**src/rtl/bin2bcd_seq_pkg.sv**
```systemverilog
// Shared constants for the sequential binary-to-BCD converter.
// Holds the FSM state encoding, the digit width and a configuration check helper.
package bin2bcd_seq_pkg;

    typedef enum logic [1:0] {
        ST_IDLE  = 2'd0,
        ST_SHIFT = 2'd1,
        ST_DONE  = 2'd2
    } state_t;

    localparam int BCD_W = 4;

    // True when DIGITS decimal digits can hold every WIDTH-bit value.
    function automatic bit digits_fit(input int width, input int digits);
        longint pow10;
        longint max_bin;
        pow10 = 1;
        for (int i = 0; i < digits; i++) begin
            pow10 = pow10 * 10;
        end
        max_bin = (longint'(1) << width) - 1;
        return (pow10 > max_bin);
    endfunction

endpackage

```
**src/rtl/bcd_digit_adj.sv**
```systemverilog
// Combinational double-dabble cell: a BCD digit of 5 or more gets 3 added
// so that the following left shift carries correctly into the next digit.
module bcd_digit_adj
    import bin2bcd_seq_pkg::*;
(
    input  logic [BCD_W-1:0] digit_in,
    output logic [BCD_W-1:0] digit_out
);

    always_comb begin
        digit_out = digit_in;
        if (digit_in >= BCD_W'(5)) begin
            digit_out = digit_in + BCD_W'(3);
        end
    end

endmodule

```
**src/rtl/bin2bcd_seq.sv**
```systemverilog
// Iterative shift-and-add-3 binary-to-BCD converter, one input bit per clock.
// Start/Busy/Done handshake; BCD only updates with a complete result.
module bin2bcd_seq
    import bin2bcd_seq_pkg::*;
#(
    parameter int WIDTH  = 8,
    parameter int DIGITS = 3
) (
    input  logic                    Clk,
    input  logic                    Reset,
    input  logic                    Start,
    input  logic [WIDTH-1:0]        Bin,
    output logic                    Busy,
    output logic                    Done,
    output logic [BCD_W*DIGITS-1:0] BCD
);

    localparam int CNT_W = $clog2(WIDTH + 1);
    localparam int SCR_W = BCD_W * DIGITS;
    localparam int SR_W  = SCR_W + WIDTH;

    generate
        if (!digits_fit(WIDTH, DIGITS)) begin : g_bad_cfg
            $error("bin2bcd_seq: DIGITS too small for WIDTH");
        end
    endgenerate

    state_t             state_reg,   state_next;
    logic [WIDTH-1:0]   bin_reg,     bin_next;
    logic [SCR_W-1:0]   scratch_reg, scratch_next;
    logic [CNT_W-1:0]   cnt_reg,     cnt_next;
    logic [SCR_W-1:0]   bcd_reg,     bcd_next;

    logic [SCR_W-1:0]   adj_vec;
    logic [SR_W-1:0]    sr_shift;

    genvar gi;
    generate
        for (gi = 0; gi < DIGITS; gi++) begin : g_adj
            bcd_digit_adj u_adj (
                .digit_in  (scratch_reg[gi*BCD_W +: BCD_W]),
                .digit_out (adj_vec[gi*BCD_W +: BCD_W])
            );
        end
    endgenerate

    // Adjust first, then shift the combined {scratch, binary} register.
    assign sr_shift = {adj_vec, bin_reg} << 1;

    always_comb begin
        state_next   = state_reg;
        bin_next     = bin_reg;
        scratch_next = scratch_reg;
        cnt_next     = cnt_reg;
        bcd_next     = bcd_reg;
        case (state_reg)
            ST_IDLE, ST_DONE: begin
                if (Start) begin
                    bin_next     = Bin;
                    scratch_next = '0;
                    cnt_next     = CNT_W'(WIDTH);
                    state_next   = ST_SHIFT;
                end else begin
                    state_next   = ST_IDLE;
                end
            end
            ST_SHIFT: begin
                scratch_next = sr_shift[SR_W-1 -: SCR_W];
                bin_next     = sr_shift[WIDTH-1:0];
                cnt_next     = cnt_reg - CNT_W'(1);
                if (cnt_reg == CNT_W'(1)) begin
                    bcd_next   = sr_shift[SR_W-1 -: SCR_W];
                    state_next = ST_DONE;
                end
            end
            default: begin
                state_next = ST_IDLE;
            end
        endcase
    end

    always_ff @(posedge Clk) begin
        if (Reset) begin
            state_reg   <= ST_IDLE;
            bin_reg     <= '0;
            scratch_reg <= '0;
            cnt_reg     <= '0;
            bcd_reg     <= '0;
        end else begin
            state_reg   <= state_next;
            bin_reg     <= bin_next;
            scratch_reg <= scratch_next;
            cnt_reg     <= cnt_next;
            bcd_reg     <= bcd_next;
        end
    end

    assign Busy = (state_reg == ST_SHIFT);
    assign Done = (state_reg == ST_DONE);
    assign BCD  = bcd_reg;

endmodule

```
**config.mk**
```make
export PLATFORM = sky130hd
export DESIGN_NAME = bin2bcd_seq
export DESIGN_NICKNAME = d
export VERILOG_FILES = /design/src/rtl/bin2bcd_seq_pkg.sv /design/src/rtl/bcd_digit_adj.sv /design/src/rtl/bin2bcd_seq.sv
export SDC_FILE = /design/constraint.sdc
export NUM_CORES = 1
export LEC_CHECK = 0
export BUFFER_PORTS_ARGS = -buffer_cell sky130_fd_sc_hd__buf_2
export CAP_MARGIN = 40
export CORE_ASPECT_RATIO = 0.75
export CORE_MARGIN = 3
export CORE_UTILIZATION = 48
export DETAILED_ROUTE_END_ITERATION = 16
export HOLD_SLACK_MARGIN = 0.05
export PLACE_DENSITY = 0.72
export SETUP_SLACK_MARGIN = 0.2
export SLEW_MARGIN = 15
export SYNTH_ARGS = -nofsm -noshare
export SYNTH_HDL_FRONTEND = slang
export SYNTH_SLANG_ARGS = --single-unit
```
**constraint.sdc**
```tcl
create_clock -name Clk -period 1.4 [get_ports Clk]
set_input_delay 0.07 -clock Clk [delete_from_list [all_inputs] [get_ports Clk]]
set_output_delay 0.07 -clock Clk [all_outputs]
set_load 0.01 [all_outputs]
```
### Word-level counts from Yosys, hierarchy flattened

Index checks and enable logic that the tools add are counted.

* equal/unequal tests: 5
* muxes and demuxes: 12
* shift-type cells: 0
* reduce and logical (&&, ||, !) cells: 5
* add/sub/neg operators: 4
* multipliers: 0
* bitwise gates (word level): 0
* div/mod/pow operators: 0
* order comparisons: 3

Operators by type and width (count)
* 12-bit one-hot mux with 2 select lines: 1
* 8-bit one-hot mux with 2 select lines: 1
* 4-bit by 3-bit greater-or-equal comparator with 1-bit output (second input constant): 3
* 12-bit 2-to-1 mux: 1
* 4-bit 2-to-1 mux: 3
* 4-bit by 2-bit adder with 4-bit output (second input constant): 2
* 8-bit 2-to-1 mux: 1
* 4-bit one-hot mux with 2 select lines: 1
* 4-bit by 1-bit equality test with 1-bit output (second input constant): 1
* 2-bit one-hot mux with 2 select lines: 1
* 2-bit AND reduction: 2
* 4-bit by 1-bit subtractor with 4-bit output (second input constant): 1
* 3-bit by 2-bit adder with 3-bit output (second input constant): 1
* 3-bit 2-to-1 mux: 1
* 2-bit by 1-bit equality test with 1-bit output (second input constant): 1
* 2-bit equality test (second input constant): 1
* 2-bit logical NOT: 1
* 2-bit 2-to-1 mux: 1
* 2-bit by 1-bit inequality test with 1-bit output (second input constant): 1
* 2-bit inequality test (second input constant): 1
* 2-bit nonzero test: 1
* 2-bit OR reduction: 1
* 1-bit 2-to-1 mux: 1

* logic and storage cells: 34
* bits in latches: 0
* output and inout port bits: 14
* memories: 0
* RAM bits: 0
* register bits after elaboration: 38
* bits in read-only memories: 0
* input port bits: 11

### Logic depth before layout (Yosys ltp)

* depth after elaboration: 4
* depth in mapped cells: 6
* gate-level depth less buffers: 6

### Hierarchy

Synthesis repeated with hierarchy kept, for this count alone.

* cells, all modules: 205
* area, all modules: 1746.7 um2

By module, submodules not included
* bin2bcd_seq: cells each 157, sequential area each 760.7 um2, area each 1442.6 um2, instances 1
* bcd_digit_adj: cells each 16, sequential area each 0.0 um2, area each 101.3 um2, instances 3

### Worst setup path before layout

OpenSTA, ideal clock, no wires.

* path kind: register to register
* start point: register cnt_reg[0]
* end point: register bcd_reg[6], in the netlist BCD[6]
* path buffers: 1
* period minus slack after synthesis: 1541 ps
* path slack: -141 ps
* required time: 1277 ps
* stages on the path, launching flop included: 6
* library setup time: 123 ps
* arrival: 1418 ps
* cells stage by stage: dfxtp_1 ha_1 or3b_4 nor2_2 buf_2 o22ai_1

* cells in the longest elaborated chain, start to end: 2

RTL lines
* from (decl): line bin2bcd_seq.sv:31 `logic [CNT_W-1:0] cnt_reg, cnt_next;`
* from (signal assigned): line bin2bcd_seq.sv:93 `cnt_reg <= cnt_next;`
* 4-bit by 1-bit equality test with 1-bit output: line bin2bcd_seq.sv:71 `if (cnt_reg == CNT_W'(1)) begin`
* 2-bit AND reduction (no source line)
* to (signal assigned): line bin2bcd_seq.sv:94 `bcd_reg <= bcd_next;`
* to (decl): line bin2bcd_seq.sv:32 `logic [SCR_W-1:0] bcd_reg, bcd_next;`

Every way passes these cells.
A chain may end at the register's enable or synchronous reset.

### Worst setup path in the final report

* start point: register cnt_reg[1]
* end point: register bcd_reg[2], in the netlist BCD[2]

The elaborated chain is that of the path after synthesis.

==> summary.txt <==
Critical path
  • Buf/Inv on CP: 1
  • Type of origin of the critical path: flip-flop
  • Worst Path Class, Setup: reg2reg
  • CP endpoint kind: flip-flop
  • Kind of cell adding the most delay to the critical path: simple AND/OR/NAND/NOR gates
  • Crit path cell chain: inv_2 > ha_4 > or3b_4 > or3_4 > o22ai_1
  • Req. time, crit path: 1.62 ns
  • Worst EP arrival: 1.82 ns
  • CP max stage cell: or3_4
  • Crit-path max cell delay: 0.44 ns
  • Crit path max fanout: 7

Global routing
  • Antenna violations before repair: 0
  • Largest net degree at the start of global routing: 20
  • Gr ovfl total: 0
  • Vias in the first global route: 1594
  • Gr usage total: 22.5%
  • First-pass GRT wire length: 7350 um

Logic synthesis
  • Count leader, synth: dfxtp_1
  • Avg Cell Area, Syn: 8.77 um2
  • Mapped Cells: 193
  • #FFs+latches synth: 38
  • Synthesized area: 1690 um2
  • Yosys top cell by area: dfxtp_1
  • Synthesized Nets: 212
  • Netlist cell types: 27
  • Top_reg_cell synth: dfxtp_1
  • Asr flop ratio synth: 0%
  • Post-synth EDFFs: 0
  • Synth Warn #: 0
  • Sequential fraction of the synthesis area: 44.9%
  • Most frequent cells after synthesis: dfxtp_1, a21oi_1, nor2_1
  • Top cells by area, synth: dfxtp_1, a21oi_1, ha_1, o22ai_1, nand2b_1
  • Post-synth top area share: 44.9%

Floorplan
  • Height of the die: 57.4 um
  • Core Region: 3330 um2
  • Initial core utilization: 50.8%
  • Die area: 4280 um2
  • I/O pin total: 25
  • Core Rows: 18
  • Die width: 74.6 um

Place
  • Hpwl dp: 2740 um
  • # port buffers: 24
  • Gpl congestion: 0.773
  • Placed cell area: 2100 um2

Clocking
  • CTS tree: yes
  • TritonCTS buffer count: 5
  • Root Driver: clkbuf_8
  • Clock-pin slew on the worst setup and hold paths: 0.08 ns
  • Clk sinks: 38
  • H-tree levels: 2
  • Bufs on Longest Clock Path: 2
  • Worst-Skew Late Latency: 0.29 ns

Cells and area
  • Fillers: 175
  • Layout Nets: 272
  • Synthesis-to-finish area growth: 65.8%
  • Final instance area: 2810 um2
  • Layout cells sized above 1: 61.0%
  • Inserted Diodes: 0

Power and ir drop
  • Worst VDD drop: 0.737 mV
  • PwrDens: 888 nW/um2
  • Pleak: 1.06 nW

Timing
  • Slew @ Worst Pin: 0.493 ns
  • Slew Limit Fails: 0
  • WHS: 0.0599 ns
  • Post-layout min period: 1.60 ns
  • Final hold vios: 0
  • Clock Skew: 0.00359 ns
  • Final setup fails: 17
  • Unrepaired setup endpoints after global routing: true
  • Setup slack after layout: -0.201 ns
  • Slew margin rel.: 66.8%
  • Period utilization: 114%
  • Maximum clock rate: 0.625 GHz

Status
  • Status: complete, but fails checks
  • Failing checks: setup timing

Route
  • Routed vias: 1763
  • DRT iter0 DRCs: 94
  • # DRC: 0
  • Drt wl/cell: 18.7 um
  • Drt first pass iters: 4
  • Total Wirelength: 5510 um
  • Vias/cell: 6.00
  • Post-route ant nets: 0

Min path
  • Hold Path Class: in2reg

Job
  • Max_cap viols: 0
-- tightest hold or removal path, cell delays in order --
cell	delay [ns]
buf_2	0.08
a22oi_2	0.05
a21oi_2	0.11
-- report_power, final --
group	total (W)	internal, W	switching, W
clock network	0.000886	0.000498	0.000389
logic	0.000456	0.000222	0.000233
registers	0.00115	0.00111	0.0000347
total	0.00249	0.00183	0.000657
-- worst paths after layout --
kind	start	to	slack, ns	cells after the start
setup / recovery	cnt_reg[1]	BCD[2]	-0.20	5
hold / removal	Bin[5]	bin_reg[5]	0.06	3
setup reg to reg	cnt_reg[1]	BCD[2]	-0.20	5
hold reg to reg	bin_reg[2]	bin_reg[2]	0.47	2
-- through the flow --
stage	worst slack [ns]	cells	total power (W)	setup TNS, ns	util, %
floorplan	-0.119	193	0.00132	-0.716	-
global placement	-0.142	261	0.00142	-0.983	63.0
detailed placement	-0.234	261	0.00143	-1.76	63.0
CTS	-0.130	281	0.00234	-1.11	74.2
global route	-0.243	294	0.00257	-2.68	84.2
finish	-0.201	294	0.00249	-1.81	84.2
-- logic make-up after synthesis --
group | after synthesis | share of synthesized area, %
buffers and inverters | 23 | 5.54
adders and majority gates | 8 | 5.91
DFF | 38 | 44.9
and+or+nand+nor | 60 | 19.4
xor gates and xnor gates | 3 | 1.55
AOI/OAI and AO/OA | 57 | 20.1
muxes | 4 | 2.59
-- timing repair --
item                                    4_1_cts  5_1_grt
buffers inserted                             12       12
pin swaps                                    12       35
gates resized for setup                      44       53
hold buffers                                  0        0
endpoints found under the setup margin       28       36
gates cloned                                  0        1
-- layout make-up --
cell class / count / area [um2] / share of cell area, %
Multi-Input combinational cell: 132 / 1280 / 45.8
Tap cell: 40 / 50.0 / 1.78
Clock buffer: 8 / 110 / 3.92
Timing Repair Buffer: 66 / 519 / 18.5
Sequential cell: 38 / 782 / 27.9
Inverter: 10 / 60.1 / 2.14
-- cells in the final DEF (no fill, tap or decap), types with 4 or more instances in the layout --
| cell type | n |
|---|---|
| or3_1 | 5 |
| o22ai_2 | 8 |
| inv_4 | 5 |
| nor2_1 | 12 |
| a21oi_2 | 6 |
| buf_4 | 27 |
| buf_2 | 23 |
| a22oi_2 | 8 |
| clkbuf_8 | 8 |
| nand2_1 | 7 |
| nand2b_1 | 6 |
| nand2b_4 | 4 |
| ha_4 | 8 |
| dfxtp_1 | 27 |
| dfxtp_2 | 8 |
| nor3b_1 | 4 |
| a21oi_1 | 14 |
| buf_6 | 13 |
| a211oi_1 | 4 |
| o22ai_1 | 6 |
-- layer usage --
metal	global-route usage, %	vias up	part of all wire [%]
li1	-	808	-
met1	27.5	863	40
met2	38.9	70	50
met3	4.75	22	5.4
met4	7.87	0	3.7
met5	0	-	0
Power figures use the tool's default switching activity.
